===== src/rtl/led_rx_decoder.sv =====
// Pulse-width decoder for a single-wire LED chain: recovers 24-bit pixels,
// flags framing errors and forwards the stream once its own pixel is taken.
module led_rx_decoder #(
    parameter int BIT_THRESH   = 62,
    parameter int MIN_HIGH     = 8,
    parameter int HIGH_TIMEOUT = 250,
    parameter int LATCH_CYCLES = 2500
) (
    input  logic        clk,
    input  logic        reset_n,
    input  logic        din,
    output logic [23:0] pixel_data,
    output logic        pixel_valid,
    output logic [7:0]  pixel_index,
    output logic        frame_done,
    output logic        bit_error,
    output logic        dout
);

    localparam logic [15:0] BIT_T  = 16'(BIT_THRESH);
    localparam logic [15:0] MIN_H  = 16'(MIN_HIGH);
    localparam logic [15:0] TO_M1  = 16'(HIGH_TIMEOUT - 1);
    localparam logic [15:0] LAT_M1 = 16'(LATCH_CYCLES - 1);

    typedef enum logic [1:0] {
        SYNC = 2'd0,
        IDLE = 2'd1,
        HIGH = 2'd2,
        LOW  = 2'd3
    } state_t;

    state_t      state;
    state_t      state_nx;

    logic        s1;
    logic        s2;
    logic        s3;
    logic        rise;
    logic        fall;
    logic [15:0] cnt_high;
    logic [15:0] cnt_low;
    logic [4:0]  bit_cnt;
    logic [23:0] shreg;

    logic        bit_val;
    logic        glitch;
    logic        timeout;
    logic        latch;

    logic        ev_shift;
    logic        ev_pix;
    logic        ev_err;
    logic        ev_frame;
    logic        ev_discard;
    logic        ev_clr_idx;
    logic        fwd;

    function automatic logic [15:0] sat_inc(input logic [15:0] v);
        return (v == 16'hFFFF) ? v : v + 16'd1;
    endfunction

    // s1/s2 resolve metastability; s3 only serves edge detection
    always_ff @(posedge clk) begin
        if (!reset_n) begin
            s1 <= 1'b0;
            s2 <= 1'b0;
            s3 <= 1'b0;
        end else begin
            s1 <= din;
            s2 <= s1;
            s3 <= s2;
        end
    end

    assign rise    = s2 & ~s3;
    assign fall    = ~s2 & s3;
    assign bit_val = (cnt_high >= BIT_T);
    assign glitch  = fall && (cnt_high < MIN_H);
    assign timeout = s2 && (cnt_high >= TO_M1);
    assign latch   = !s2 && (cnt_low >= LAT_M1);

    always_ff @(posedge clk) begin
        if (!reset_n) begin
            state <= SYNC;
        end else begin
            state <= state_nx;
        end
    end

    always_comb begin
        state_nx = state;
        unique case (state)
            SYNC: begin
                if (latch) state_nx = IDLE;
            end
            IDLE: begin
                if (rise) state_nx = HIGH;
            end
            HIGH: begin
                if (fall) state_nx = glitch ? SYNC : LOW;
                else if (timeout) state_nx = SYNC;
            end
            LOW: begin
                if (rise) state_nx = HIGH;
                else if (latch) state_nx = IDLE;
            end
        endcase
    end

    always_comb begin
        ev_shift   = 1'b0;
        ev_pix     = 1'b0;
        ev_err     = 1'b0;
        ev_frame   = 1'b0;
        ev_discard = 1'b0;
        ev_clr_idx = 1'b0;
        unique case (state)
            SYNC: begin
                ev_discard = 1'b1;
            end
            IDLE: begin
                ev_clr_idx = rise;
            end
            HIGH: begin
                if (fall) begin
                    if (glitch) begin
                        ev_err     = 1'b1;
                        ev_discard = 1'b1;
                    end else begin
                        ev_shift = 1'b1;
                        ev_pix   = (bit_cnt == 5'd23);
                    end
                end else if (timeout) begin
                    ev_err     = 1'b1;
                    ev_discard = 1'b1;
                end
            end
            LOW: begin
                if (latch) begin
                    ev_frame   = 1'b1;
                    ev_err     = (bit_cnt != 5'd0);
                    ev_discard = 1'b1;
                end
            end
        endcase
        fwd = ((state == HIGH) || (state == LOW)) && (pixel_index != 8'd0);
    end

    always_ff @(posedge clk) begin
        if (!reset_n) begin
            cnt_high <= 16'd0;
            cnt_low  <= 16'd0;
        end else begin
            unique case (state)
                SYNC: begin
                    cnt_high <= 16'd0;
                    cnt_low  <= s2 ? 16'd0 : sat_inc(cnt_low);
                end
                IDLE: begin
                    cnt_high <= rise ? 16'd1 : 16'd0;
                    cnt_low  <= 16'd0;
                end
                HIGH: begin
                    cnt_high <= sat_inc(cnt_high);
                    cnt_low  <= fall ? 16'd1 : 16'd0;
                end
                LOW: begin
                    cnt_high <= rise ? 16'd1 : 16'd0;
                    cnt_low  <= sat_inc(cnt_low);
                end
            endcase
        end
    end

    always_ff @(posedge clk) begin
        if (!reset_n) begin
            shreg       <= 24'd0;
            bit_cnt     <= 5'd0;
            pixel_data  <= 24'd0;
            pixel_valid <= 1'b0;
            pixel_index <= 8'd0;
            frame_done  <= 1'b0;
            bit_error   <= 1'b0;
            dout        <= 1'b0;
        end else begin
            pixel_valid <= 1'b0;
            frame_done  <= ev_frame;
            bit_error   <= ev_err;
            dout        <= fwd & s2;
            if (ev_clr_idx) pixel_index <= 8'd0;
            if (ev_discard) begin
                shreg   <= 24'd0;
                bit_cnt <= 5'd0;
            end else if (ev_shift) begin
                shreg <= {shreg[22:0], bit_val};
                if (ev_pix) begin
                    pixel_data  <= {shreg[22:0], bit_val};
                    pixel_valid <= 1'b1;
                    bit_cnt     <= 5'd0;
                    if (pixel_index != 8'hFF) pixel_index <= pixel_index + 8'd1;
                end else begin
                    bit_cnt <= bit_cnt + 5'd1;
                end
            end
        end
    end

endmodule

===== config.mk =====
export PLATFORM = sky130hd
export DESIGN_NAME = led_rx_decoder
export DESIGN_NICKNAME = d
export VERILOG_FILES = /design/src/rtl/led_rx_decoder.sv
export SDC_FILE = /design/constraint.sdc
export NUM_CORES = 1
export LEC_CHECK = 0
export BUFFER_PORTS_ARGS = -buffer_cell sky130_fd_sc_hd__buf_4
export CAP_MARGIN = 20
export CELL_PAD_IN_SITES_DETAIL_PLACEMENT = 2
export CELL_PAD_IN_SITES_GLOBAL_PLACEMENT = 2
export CORE_ASPECT_RATIO = 2
export CORE_MARGIN = 8
export CORE_UTILIZATION = 39
export CTS_CLUSTER_DIAMETER = 40
export DETAILED_ROUTE_END_ITERATION = 8
export PLACE_DENSITY_LB_ADDON = 0.1
export SLEW_MARGIN = 20
export SYNTH_ARGS = -nofsm -noshare
export SYNTH_HDL_FRONTEND = slang
export SYNTH_SLANG_ARGS = --single-unit

===== constraint.sdc =====
create_clock -name clk -period 4.5 [get_ports clk]
set_input_delay 0.225 -clock clk [delete_from_list [all_inputs] [get_ports clk]]
set_output_delay 0.225 -clock clk [all_outputs]
set_load 0.01 [all_outputs]

== After elaboration in Yosys (flattened, before gate mapping) ==
Cells that the tools add are included.
Storage, ports and cells
  flip-flop bits (word level): 101
  input bits: 3
  output and inout bits: 36
  word-level logic and storage cells: 90
Operators by class
  add/subtract/negate cells: 4
  order comparisons: 4
  equal/unequal tests: 10
  multiplexer cells: 35
  bitwise operators: 8
  reductions and logical operators: 15
Operators with widths (count)
  case mux 16 bit (4 select lines): 1
  two-way mux 16 bit: 3
  case mux 16 bit (3 select lines): 1
  two-way mux 8 bit: 5
  adder 16 x 1 -> 16 bit (second input constant): 2
  equality test 16 bit (second input constant): 2
  greater-or-equal comparator 16 x 12 -> 1 bit (second input constant): 1
  greater-or-equal comparator 16 x 6 -> 1 bit (second input constant): 1
  greater-or-equal comparator 16 x 8 -> 1 bit (second input constant): 1
  < comparator 16 x 4 -> 1 bit (second input constant): 1
  two-way mux 1 bit: 15
  two-way mux 2 bit: 6
  adder 8 x 1 -> 8 bit (second input constant): 1
  != test 8 bit (second input constant): 1
  case mux 2 bit (4 select lines): 1
  nonzero test 8 bit: 1
  adder 5 x 1 -> 5 bit (second input constant): 1
  equality test 5 bit (second input constant): 1
  two-way mux 5 bit: 1
  inverter 1 bit: 5
  nonzero test 5 bit: 1
  equality test 2 bit (second input constant): 2
  logical AND 1 bit: 4
  != test 2 bit (second input constant): 2
  12 further kinds: 16

== Logic depth before layout (Yosys ltp) ==
  depth after elaboration: 9
  depth in mapped cells: 8

== Least setup slack after synthesis ==
OpenSTA, ideal clock, no wires.
  path kind: reg2reg
  start: reg cnt_low[0]
  end: reg cnt_low[0]
  library setup time: 0.120 ns
  arrival time: 1.920 ns
  required time: 4.380 ns
  setup slack: 2.460 ns
  stages on the path, launching flop included: 8
  path buffers: 1
  clock period less this slack: 2.040 ns
  cell sequence: dfxtp_1 -> ha_1 -> nand3_1 -> or4_1 -> buf_2 -> nor2_2 -> nor3_1 -> a211o_1
On the way
  cells in the longest elaborated chain, start to end: 4
Ends and longest elaborated chain
  start: declaration: line 41  | logic [15:0] cnt_low;
  start signal: assignment: line 157  | cnt_low <= s2 ? 16'd0 : sat_inc(cnt_low);
  start signal: assignment: line 165  | cnt_low <= fall ? 16'd1 : 16'd0;
  start signal: assignment: line 169  | cnt_low <= sat_inc(cnt_low);
  adder 16 x 1 -> 16 bit / equality test 16 bit (equally long branches): line 59  | return (v == 16'hFFFF) ? v : v + 16'd1;
  two-way mux 16 bit *: line 59
  two-way mux 16 bit: line 157
  case mux 16 bit (4 select lines) *: line 154  | unique case (state)
Mark *: on every way between the ends. The rest lies on a longest branch, timed or not.
A chain may end at the register's enable or synchronous reset.

== Final worst setup path ==
  start: reg bit_cnt[0]
  end: reg pixel_index[2]
On the way
  cells in the longest elaborated chain, start to end: 7
Ends and longest elaborated chain
  start: declaration: line 42  | logic [4:0] bit_cnt;
  start signal: assignment: line 202  | bit_cnt <= bit_cnt + 5'd1;
  equality test 5 bit: line 131  | ev_pix = (bit_cnt == 5'd23);
  two-way mux 1 bit: line 126  | if (glitch) begin
  two-way mux 1 bit: line 125  | if (fall) begin
  two-way mux 1 bit: line 117  | unique case (state)
  two-way mux 8 bit: line 196  | if (ev_pix) begin
  two-way mux 8 bit: line 194  | end else if (ev_shift) begin
  two-way mux 8 bit: line 191  | if (ev_discard) begin
  end signal: assignment: line 200  | if (pixel_index != 8'hFF) pixel_index <= pixel_index + 8'd1;
  end: declaration: line 14  | output logic [7:0] pixel_index,
Every way passes these cells.

==> out/qor.txt <==
OUTCOME
--------------------------------------------------------------------------------------
Result of the run ....................................................... finished clean

CLOCK TREE
--------------------------------------------------------------------------------------
Number of sinks handled by clock tree synthesis .........................          101
Number of hold buffers added after CTS ..................................            0
Setup fix buffers added after clock tree synthesis ......................            0
Number of instances resized during post-cts repair ......................            0
Number of buffers created by CTS ........................................            9
Clock tree from TritonCTS ...............................................         done
Max Buffers Root-to-Sink ................................................            2
CTS H-tree depth ........................................................            3
Worst skew pair latency .................................................       350 ps
CTS Root Cell ........................................................... sky130_fd_sc_hd__clkbuf_16
Clock slew at the register clock pins of the worst setup and hold paths .        70 ps

ROUTE
--------------------------------------------------------------------------------------
Total wire length .......................................................      11.9 mm
Remaining DRCs ..........................................................            0
Initial DRC Count .......................................................          159
Routed via count divided by cell count ..................................         5.46
Count of TritonRoute iterations in the first routing pass ...............            4
Overall via count from detail_route .....................................         3794
WL/cell .................................................................      17.1 um
Detail Route Antenna Nets ...............................................            0

SYNTH
--------------------------------------------------------------------------------------
Number of distinct library cells after synthesis ........................           63
Cell taking the most area after synthesis ............................... sky130_fd_sc_hd__dfxtp_1
Synthesized netlist cell count ..........................................          517
Most common cell in the netlist ......................................... sky130_fd_sc_hd__dfxtp_1
List of most frequent post-synthesis cells .............................. 101 x sky130_fd_sc_hd__dfxtp_1, 72 x sky130_fd_sc_hd__nand2_1, 43 x sky130_fd_sc_hd__nor2_1
Total standard cell area after synthesis ................................    4560 um^2
Yosys reg bits ..........................................................          101
Number of synthesis warnings ............................................            0
Ranking of synthesized cells by area .................................... sky130_fd_sc_hd__dfxtp_1 44%, sky130_fd_sc_hd__nand2_1 5.9%, sky130_fd_sc_hd__mux2i_1 5.0%
Avg Cell Area, Syn ......................................................    8.83 um^2
Top cell type's share of synthesized area ...............................        0.443
Synthesized net count ...................................................          529
Predominant post-synthesis flop cell .................................... sky130_fd_sc_hd__dfxtp_1
Portion of the post-synthesis area used by sequential elements ..........        0.443
Number of synthesized flops with an enable pin ..........................            0
Fraction of registers with async set or reset after synthesis ...........            0

LAYOUT
--------------------------------------------------------------------------------------
Layout-stage area growth over the synthesis result ......................        15.1%
Area of all placed cells without fillers ................................    5250 um^2
Fraction of final layout cells with drive strength greater than 1 .......        0.158
Sequential Area .........................................................    2020 um^2
Area of the multi-input gates ...........................................    2380 um^2
Antenna Cells ...........................................................            0
Net count, final ........................................................          557
Number of filler instances in the final layout ..........................         1291

GRT
--------------------------------------------------------------------------------------
First-pass GRT wire length ..............................................      20.2 mm
Largest net degree at the start of global routing .......................           45
Global-route total usage across every layer .............................        0.159
Residual overflow from global routing ...................................            0
Vias in the first global route ..........................................         4007
Number of antenna violations at the first check in global routing .......            0

TIMING
--------------------------------------------------------------------------------------
Setup TNS ...............................................................         0 ps
Max-Slew Margin vs Limit ................................................        0.369
Slew at the pin with the worst max-slew slack ...........................       947 ps
Layout Skew .............................................................      9.13 ps
Final-report setup violation count ......................................            0
Shortest clock period the worst path allows after layout ................      2850 ps
Final hold violation count ..............................................            0
Maximum clock rate ......................................................      351 MHz
RSZ-0062 raised after global routing ....................................        false
Max-slew violations .....................................................            0
Crit share post-route ...................................................        0.633

DIE
--------------------------------------------------------------------------------------
Vertical die dimension ..................................................       169 um
Overall die area ........................................................   15600 um^2
# IOs ...................................................................           39
Placeable core area .....................................................   11600 um^2
Die Width ...............................................................      92.5 um
Starting utilization of the core area ...................................        0.395
Cell row count ..........................................................           56

WORST SETUP PATH
--------------------------------------------------------------------------------------
Max FO, Critical Path ...................................................           29
Arrival time at the worst endpoint ......................................      3080 ps
Critical path class ..................................................... flop to flop
Flop2flop setup slack ...................................................      1650 ps
Category of the worst setup path capture point ..........................         flop
Worst endpoint required time ............................................      4730 ps
Kind of launch point of the worst setup path ............................         flop

PLACE
--------------------------------------------------------------------------------------
Detailed-placement wirelength estimate ..................................      7.93 mm
Routability congestion estimate from global placement ...................        0.770
Post-Place Cell Area ....................................................    4930 um^2
Count of input and output buffers .......................................           38

HOLD PATH
--------------------------------------------------------------------------------------
Worst Hold Class ........................................................ input pin to flop

FLOW RUN
--------------------------------------------------------------------------------------
Number of max-cap violations ............................................            0

PWR
--------------------------------------------------------------------------------------
Power per unit of standard cell area ....................................  320 nW/um^2
Max VDD drop ............................................................     0.223 mV
P_leak ..................................................................      1.94 nW

-- critical path, cell delays in order (launching register included) --
cell	delay, ps
sky130_fd_sc_hd__dfxtp_1	400
sky130_fd_sc_hd__ha_1	220
sky130_fd_sc_hd__nand2_1	100
sky130_fd_sc_hd__nor3b_1	460
sky130_fd_sc_hd__o211a_1	860
sky130_fd_sc_hd__a21oi_1	320
sky130_fd_sc_hd__a211o_1	380
-- cell type report --
class / count / share of cell area
Timing Repair Buffer: 42 / 0.0638
Clock inverter: 6 / 0.0105
Sequential cell: 101 / 0.385
Clock buffer: 10 / 0.0455
Inverter: 10 / 0.00714
Tap cell: 145 / 0.0345
Multi-Input combinational cell: 381 / 0.454
-- cell usage in the layout, fill, tap and decap left out, drive strengths merged, types with 3 or more instances in the layout --
cell / instances
a21oi: 16
clkbuf: 10
nand3: 25
nor4: 8
a31oi: 6
a311oi: 3
xor2: 8
and4: 4
a21boi: 27
and3: 7
o211ai: 6
or4: 3
mux2i: 23
buf: 42
ha: 9
nor3: 18
and2: 6
nand2: 72
nor3b: 4
or3: 5
nand4: 4
nor2: 64
o21ai: 15
a211oi: 3
inv: 12
dfxtp: 101
a2111oi: 3
xnor2: 13
-- through the flow --
| stage | cells | hold slack, ps | setup slack [ps] | util | power [mW] |
|---|---|---|---|---|---|
| after floorplan | 517 | 352 | 2460 | - | 0.936 |
| after global placement | 678 | 433 | 1650 | 0.427 | 0.944 |
| after detailed placement | 678 | 436 | 1630 | 0.427 | 0.944 |
| after CTS | 694 | 76.4 | 1590 | 0.452 | 1.71 |
| after global routing | 695 | 75.3 | 1360 | 0.454 | 1.75 |
| final | 695 | 87.2 | 1650 | 0.454 | 1.68 |
-- report_power, final --
part           switching [mW]  total, mW  leakage [nW]  internal (mW)
logic                  0.0130     0.0218         0.991        0.00882
clock network           0.361      0.761         0.139          0.400
registers             0.00443      0.900         0.814          0.896
total                   0.379       1.68          1.94           1.31
-- flip-flops by register name (all words and copies together), names as in the netlist --
name and flops:
dout 1, state 2, shreg 23, bit_error 1, pixel_valid 1, s2 1
cnt_low 16, frame_done 1, s3 1, pixel_data 24, s1 1, cnt_high 16
pixel_index 8, bit_cnt 5
-- layer usage --
layer / up-vias / routed length [um] / GRT usage
li1: 1872 / - / -
met3: 5 / 275 / 0.0342
met1: 1881 / 5330 / 0.189
met4: 0 / 116 / 0.0466
met5: - / 0 / 0
met2: 36 / 6190 / 0.277
-- cells by family (layout without fill, tap and decap cells) --
logic type / Yosys count / in the layout / synth area share
xor gates and xnor gates: 21 / 21 / 0.0403
buffers and inverters: 35 / 68 / 0.0365
and+or+nand+nor: 233 / 233 / 0.258
AOI/OAI and AO/OA: 95 / 95 / 0.147
adders and majority gates: 9 / 9 / 0.0247
muxes: 23 / 23 / 0.0504
DFF: 101 / 101 / 0.443
-- final timing paths --
path / from / endpoint / cells past startpoint
worst min register to register: s1$_SDFF_PN0_ / s2$_SDFF_PN0_ / 1
worst min-delay path: din / s1$_SDFF_PN0_ / 2
worst max-delay path: bit_cnt[0]$_SDFFE_PP0N_ / pixel_index[2]$_SDFF_PN0_ / 6
worst max register to register: bit_cnt[0]$_SDFFE_PP0N_ / pixel_index[2]$_SDFF_PN0_ / 6
(Power assumes the default switching activity.)
